## src/rtl/key_pio_slave.sv

```systemverilog
// Avalon-MM push-button responder: synchronise, debounce, press capture, interrupt and press count.
// Define KEY_PIO_IRQ_EN to build IRQMASK, EDGECAP and irq; otherwise they read as 0 and irq is tied low.
module key_pio_slave #(
    parameter int unsigned WIDTH           = 4,
    parameter int unsigned DEBOUNCE_CYCLES = 50000
) (
    input  logic             clk_clk,
    input  logic             reset_reset_n,
    input  logic [1:0]       avs_address,
    input  logic             avs_read,
    input  logic             avs_write,
    input  logic [31:0]      avs_writedata,
    output logic [31:0]      avs_readdata,
    input  logic [WIDTH-1:0] key_n,
    output logic             irq
);

    localparam int unsigned    CW       = $clog2(DEBOUNCE_CYCLES);
    localparam logic [CW-1:0]  CNT_LAST = CW'(DEBOUNCE_CYCLES - 1);

    logic [WIDTH-1:0] sync1, sync2, stable, press;
    logic [CW-1:0]    cnt [WIDTH];
    logic [15:0]      presscnt, pop;
    logic [31:0]      mask_rd, edgecap_rd;
    logic             wr_cnt;
    logic             unused_wdata;

    assign wr_cnt       = avs_write && (avs_address == 2'd3);
    assign unused_wdata = ^avs_writedata;

    always_ff @(posedge clk_clk or negedge reset_reset_n) begin
        if (!reset_reset_n) begin
            sync1 <= '0;
            sync2 <= '0;
        end else begin
            sync1 <= ~key_n;
            sync2 <= sync1;
        end
    end

    always_ff @(posedge clk_clk or negedge reset_reset_n) begin
        if (!reset_reset_n) begin
            stable <= '0;
            for (int unsigned i = 0; i < WIDTH; i++) cnt[i] <= '0;
        end else begin
            for (int unsigned i = 0; i < WIDTH; i++) begin
                if (sync2[i] == stable[i]) begin
                    cnt[i] <= '0;
                end else if (cnt[i] == CNT_LAST) begin
                    stable[i] <= sync2[i];
                    cnt[i]    <= '0;
                end else begin
                    cnt[i] <= cnt[i] + 1'b1;
                end
            end
        end
    end

    // Press is decoded from the pending load so capture lands on the same edge as stable.
    always_comb begin
        press = '0;
        pop   = '0;
        for (int unsigned i = 0; i < WIDTH; i++) begin
            press[i] = !stable[i] && sync2[i] && (cnt[i] == CNT_LAST);
            pop      = pop + 16'(press[i]);
        end
    end

    always_ff @(posedge clk_clk or negedge reset_reset_n) begin
        if (!reset_reset_n)
            presscnt <= '0;
        else if (wr_cnt)
            presscnt <= pop;
        else
            presscnt <= presscnt + pop;
    end

`ifdef KEY_PIO_IRQ_EN
    logic [WIDTH-1:0] irq_mask, edgecap;
    logic             wr_mask, wr_edge;

    assign wr_mask = avs_write && (avs_address == 2'd1);
    assign wr_edge = avs_write && (avs_address == 2'd2);

    always_ff @(posedge clk_clk or negedge reset_reset_n) begin
        if (!reset_reset_n) begin
            irq_mask <= '0;
            edgecap  <= '0;
            irq      <= 1'b0;
        end else begin
            if (wr_mask)
                irq_mask <= avs_writedata[WIDTH-1:0];
            if (wr_edge)
                edgecap <= (edgecap & ~avs_writedata[WIDTH-1:0]) | press;
            else
                edgecap <= edgecap | press;
            irq <= |(edgecap & irq_mask);
        end
    end

    assign mask_rd    = 32'(irq_mask);
    assign edgecap_rd = 32'(edgecap);
`else
    assign mask_rd    = '0;
    assign edgecap_rd = '0;
    assign irq        = 1'b0;
`endif

    always_ff @(posedge clk_clk or negedge reset_reset_n) begin
        if (!reset_reset_n) begin
            avs_readdata <= '0;
        end else if (avs_read && !avs_write) begin
            case (avs_address)
                2'd0:    avs_readdata <= 32'(stable);
                2'd1:    avs_readdata <= mask_rd;
                2'd2:    avs_readdata <= edgecap_rd;
                default: avs_readdata <= {16'h0000, presscnt};
            endcase
        end
    end

endmodule

```

## config.mk

```make
export PLATFORM = sky130hd
export DESIGN_NAME = key_pio_slave
export DESIGN_NICKNAME = d
export VERILOG_FILES = /design/src/rtl/key_pio_slave.sv
export SDC_FILE = /design/constraint.sdc
export NUM_CORES = 1
export LEC_CHECK = 0
export CORE_MARGIN = 5
export CORE_UTILIZATION = 55
export DETAILED_ROUTE_END_ITERATION = 7
export GPL_ROUTABILITY_DRIVEN = 1
export PLACE_DENSITY = 0.8
export SLEW_MARGIN = 25
export SYNTH_ARGS = -nofsm -noshare
export SYNTH_HDL_FRONTEND = slang
export SYNTH_SLANG_ARGS = --single-unit
export TNS_END_PERCENT = 10
```

## constraint.sdc

```tcl
create_clock -name clk_clk -period 4.6 [get_ports clk_clk]
set_input_delay 0.46 -clock clk_clk [delete_from_list [all_inputs] [get_ports clk_clk]]
set_output_delay 0.46 -clock clk_clk [all_outputs]
set_load 0.03 [all_outputs]
```

# --- Word level (Yosys, flattened, before mapping) ---
# Index checks and enable logic that the tools add are counted.
totals:
  regBits: 124
classes:
  addsub: 8
  eq_ne: 11
  mux: 10
  bitwise: 5
  n_reduce_logical: 21
ops:
  columns: ["cell", "n"]
  rows:
  - ["$mux W16", 9]
  - ["$add A16 B1 Y16 const B", 4]
  - ["$eq A16 B16 Y1 const B", 4]
  - ["$pmux W16 S2", 1]
  - ["$add A16 B4 Y16", 1]
  - ["$logic_and A1 B1 Y1", 10]
  - ["$reduce_and A2 Y1", 4]
  - ["$logic_not A1 Y1", 5]
  - ["$add A3 B1 Y4", 1]
  - ["$eq A1 B1 Y1", 4]
  - ["$eq A2 B2 Y1 const B", 2]
  - ["$not A1 Y1", 4]
  - ["$not A4 Y4", 1]
  - ["$add A2 B1 Y3", 1]
  - ["$add A1 B1 Y2", 1]
  - ["$eq A2 B1 Y1 const B", 1]
  - ["$logic_not A2 Y1", 1]
  - ["$reduce_or A2 Y1", 1]

# --- Longest topological paths before layout ---
logic_depth:
  word_depth: 8
  depth_mapped: 13
  depth_no_buf: 13

# --- Worst setup path before layout ---
# OpenSTA, ideal clock, no wires.
synth_timing:
  path_kind: "register -> register"
  start: "register cnt[10] (netlist bit)"
  end: "register presscnt[14]"
  arrival_time_ns: 3.511
  required_time_ns: 4.522
  setup_slack_ns: 1.010
  stages_incl_launch_ff: 13
  path_buffers: 0
  path_cell_list: "dfrtp_1 -> or4b_1 -> nor4_1 -> and2_1 -> fa_1 -> ha_1 -> ha_1 -> inv_1 -> fa_1 -> nor2b_1 -> o211ai_1 -> or3_1 -> a21oi_1"
synth_between:
  elab_chain_len: 5
synth_rtl:
  columns: ["item", "line", "rtl"]
  rows:
  - ["start: declaration", "22", "logic [CW-1:0] cnt [WIDTH];"]
  - ["start signal: indexed assignment", "53", "cnt[i] <= cnt[i] + 1'b1;"]
  - ["$eq A16 B16 Y1", "64", "press[i] = !stable[i] && sync2[i] && (cnt[i] == CNT_LAST);"]
  - ["$logic_and A1 B1 Y1", "64", null]
  - ["$add A3 B1 Y4", "65", "pop = pop + 16'(press[i]);"]
  - ["$add A16 B4 Y16", "75", "presscnt <= presscnt + pop;"]
  - ["$mux W16", "72", "else if (wr_cnt)"]
  - ["end signal: assignment", "73", "presscnt <= pop;"]
  - ["end signal: assignment", "75", null]
  - ["end: declaration", "23", "logic [15:0] presscnt, pop;"]
# Every way passes these cells.
# A chain may end at the register's enable or synchronous reset.

# --- Final worst setup path ---
layout_timing:
  start: "register cnt[48] (netlist bit)"
  end: "register presscnt[14]"
layout_between:
  elab_chain_len: 7
layout_rtl:
  columns: ["item", "line"]
  rows:
  - ["$eq A16 B16 Y1", "64"]
  - ["$logic_and A1 B1 Y1", "64"]
  - ["$add A1 B1 Y2", "65"]
  - ["$add A2 B1 Y3", "65"]
  - ["$add A3 B1 Y4", "65"]
  - ["$add A16 B4 Y16", "75"]
  - ["$mux W16", "72"]
# Every way passes these cells.

==> impl_metrics.env <==
export IMPL_status="finished, final reports clean"
export IMPL_fp_dieArea_um2=11700
export IMPL_ys_seq_area_share_pct=51.1
export IMPL_synth_cell_type_count=44
export IMPL_layout_commonest_cell="dfrtp_1"
export IMPL_vias_per_cell=5.47
export IMPL_grt_max_degree=73
export IMPL_ff2ff_path_depth=13
export IMPL_synth_top_area_share_pct=51.1
export IMPL_clock_sinks=108
export IMPL_synth_top_area_cell="dfrtp_1"
export IMPL_skew_ns=0.0124
export IMPL_routed_wl_um=9490
export IMPL_grt_use_total_pct=17.6
export IMPL_ant_nets=0
export IMPL_crit_slowest_cell="fa_1"
export IMPL_clock_latency_ns=0.37
export IMPL_min_period_over_period_pct=87.0
export IMPL_root_buffer="clkbuf_8"
export IMPL_finalSetupTns_ns=0
export IMPL_vias=3761
export IMPL_cts_buffer_depth=2
export IMPL_ys_top_cells_by_area="dfrtp_1 (51%), xnor2_1 (8.8%), nor2_1 (6.3%)"
export IMPL_drc=0
export IMPL_clkTransAtPathRegs_ns=0.10
export IMPL_cellPowerDensity_nw_per_um2=280
export IMPL_crit_top_cell="ha_1"
export IMPL_htree_levels=3
export IMPL_hold_class="in2async"
export IMPL_critPathMaxStageDelay_ns=0.43
export IMPL_synth_cells=530
export IMPL_rsz0062_at_grt="false"
export IMPL_final_cell_mix="dfrtp_1 (108), nor2_1 (89), xnor2_1 (53), inv_1 (30), nand2_1 (27)"
export IMPL_synth_edf_count=0
export IMPL_maxCapViolCount=0
export IMPL_timing_hold_violations_final=0
export IMPL_syn_to_final_growth_pct=9.12
export IMPL_slew_headroom_pct=42.3
export IMPL_cts_tree="yes"
export IMPL_finalNetCount=610
export IMPL_async_flop_share_pct=100
export IMPL_p_leak_nw=2.37
export IMPL_grt_pass1_wl_um=16800
export IMPL_r2r_start="cnt[48]$_DFF_PN0_"
export IMPL_grt_overflow_total=0
export IMPL_required_ns=4.88
export IMPL_dr_pass1_iters=4
export IMPL_numPortBuffers=25
export IMPL_period_minus_slack_ns=4.00
export IMPL_finalPower_mw=1.62
export IMPL_numCtsBuffers=9
export IMPL_grt_pass1_vias=3710
export IMPL_path_cells="ha_1, nand3_1, nand4b_1, nor2_1, fa_1, ha_1, ha_1, inv_1, fa_1, nor2b_1, o211ai_1, or3_1, a21oi_1"
export IMPL_finalMaxSlewViolations=0
export IMPL_cp_start_kind="flop"
export IMPL_cts_resized=0
export IMPL_gp_congestion=0.858
export IMPL_setup_worst_path_class="reg2reg"
export IMPL_ys_warn_count=0
export IMPL_end_kind="flop"
export IMPL_antenna_found_initial=0
export IMPL_tightestPinTransition_ns=0.866
export IMPL_fmax_ghz=0.250
export IMPL_netlist_area_um2=5290
export IMPL_drt_iter0_markers=193
export IMPL_antenna_diode_count=0
export IMPL_path_max_fanout=7
export IMPL_num_io_pins=75
export IMPL_setup_violations=0
export IMPL_wl_per_cell_um=13.8
export IMPL_start_util_pct=56.8
export IMPL_ir_worst_vdd_mv=0.134
export IMPL_hpwlAfterDp_um=6790
export IMPL_reg2reg_to="presscnt[14]$_DFF_PN0_"
export IMPL_num_rows=35
export IMPL_r2r_slack_ns=0.60
export IMPL_cts_setup_buffers=0
export IMPL_die_w_um=108
export IMPL_synth_main_ff_cell="dfrtp_1"
export IMPL_synth_seq_cells=108
export IMPL_avgSynthCellArea_um2=9.99
export IMPL_coreArea_um2=9330
export IMPL_chipHeight_um=108
export IMPL_arrival_ns=4.29
export IMPL_drive_above_1_share_pct=4.84
export IMPL_ctsHoldBuffers=0
worst max path at each step:
stage                              to               from  slack (ns)  cells after the start
6_report       presscnt[14]$_DFF_PN0_  cnt[48]$_DFF_PN0_        0.60                     13
2_1_floorplan  presscnt[14]$_DFF_PN0_  cnt[10]$_DFF_PN0_        1.01                     12
3_5_place_dp   presscnt[14]$_DFF_PN0_  cnt[48]$_DFF_PN0_        0.62                     13
3_3_place_gp   presscnt[10]$_DFF_PN0_  cnt[10]$_DFF_PN0_        0.73                     12
5_1_grt        presscnt[14]$_DFF_PN0_  cnt[48]$_DFF_PN0_        0.24                     13
4_1_cts        presscnt[14]$_DFF_PN0_  cnt[48]$_DFF_PN0_        0.56                     13
through the flow:
| step | setup slack (ns) | area [um2] | instances | hold slack (ns) | util [%] |
|---|---|---|---|---|---|
| after floorplan | 1.01 | 5350 | 546 | 0.164 | - |
| after global placement | 0.729 | 5590 | 671 | 0.336 | 59.9 |
| after detailed placement | 0.615 | 5590 | 671 | 0.346 | 59.9 |
| final | 0.596 | 5780 | 687 | 0.192 | 61.9 |
| after CTS | 0.558 | 5770 | 687 | 0.226 | 61.9 |
| after global routing | 0.236 | 5780 | 687 | 0.284 | 61.9 |
kinds of logic after synthesis:
group | synth area share (%)
AND/OR/NAND/NOR | 22.4
flip-flops | 51.1
XOR/XNOR | 10.4
buffers and inverters | 5.60
AO/OA/AOI/OAI | 5.77
adder cells (fa/ha/maj) | 3.83
multiplexers | 0.851
other | 0.0708
flip-flops by register name, indices dropped and copies added, names as in the netlist:
signal / count
sync1: 4
presscnt: 16
avs_readdata: 16
stable: 4
sync2: 4
cnt: 64
critical path, delay by kind of cell (launching register included):
kind,cells,cell delay [ns]
AOI/OAI and AO/OA,2,0.38
buffers and inverters,1,0.07
adders and majority gates,5,1.59
DFF,1,0.41
and+or+nand+nor,5,1.47
cells in the mapped netlist, types with 2 or more instances:
library cell,count
o31ai_1,5
fa_1,2
and2_1,4
nand2_1,27
or2_2,2
clkbuf_1,12
mux2_2,3
nor4b_1,3
nor4bb_1,4
xnor2_1,53
inv_1,30
ha_1,13
dfrtp_1,108
buf_4,17
o21ai_0,8
nand4b_1,2
a21oi_1,12
nand4_1,21
nor4_1,18
nand2b_1,3
or4_1,5
or3_1,2
nand3_1,25
nor2_1,89
a22o_1,12
a22oi_1,4
and3_1,4
nor3_1,16
nand4bb_1,2
xor2_1,10
final cells by class:
type / count / area, um2
fillers: 758 / 3550
flip-flops and latches: 108 / 2700
multi-input cells: 378 / 2360
repair buffers: 26 / 255
clock buffers: 11 / 151
well taps: 129 / 161
clock inverters: 5 / 35.0
inverters: 30 / 113
per-layer routing:
metal	global-route usage, %	part of all wire [%]
met5	0	0
met4	6.22	1.6
met3	3.76	4.8
met2	28.9	48
met1	23.2	46
power breakdown:
group	internal (mW)	switching [mW]	total (mW)
logic	0.0277	0.0721	0.0998
clock network	0.228	0.310	0.538
registers	0.966	0.0145	0.980
No activity file was read; power rests on OpenSTA's default activity.
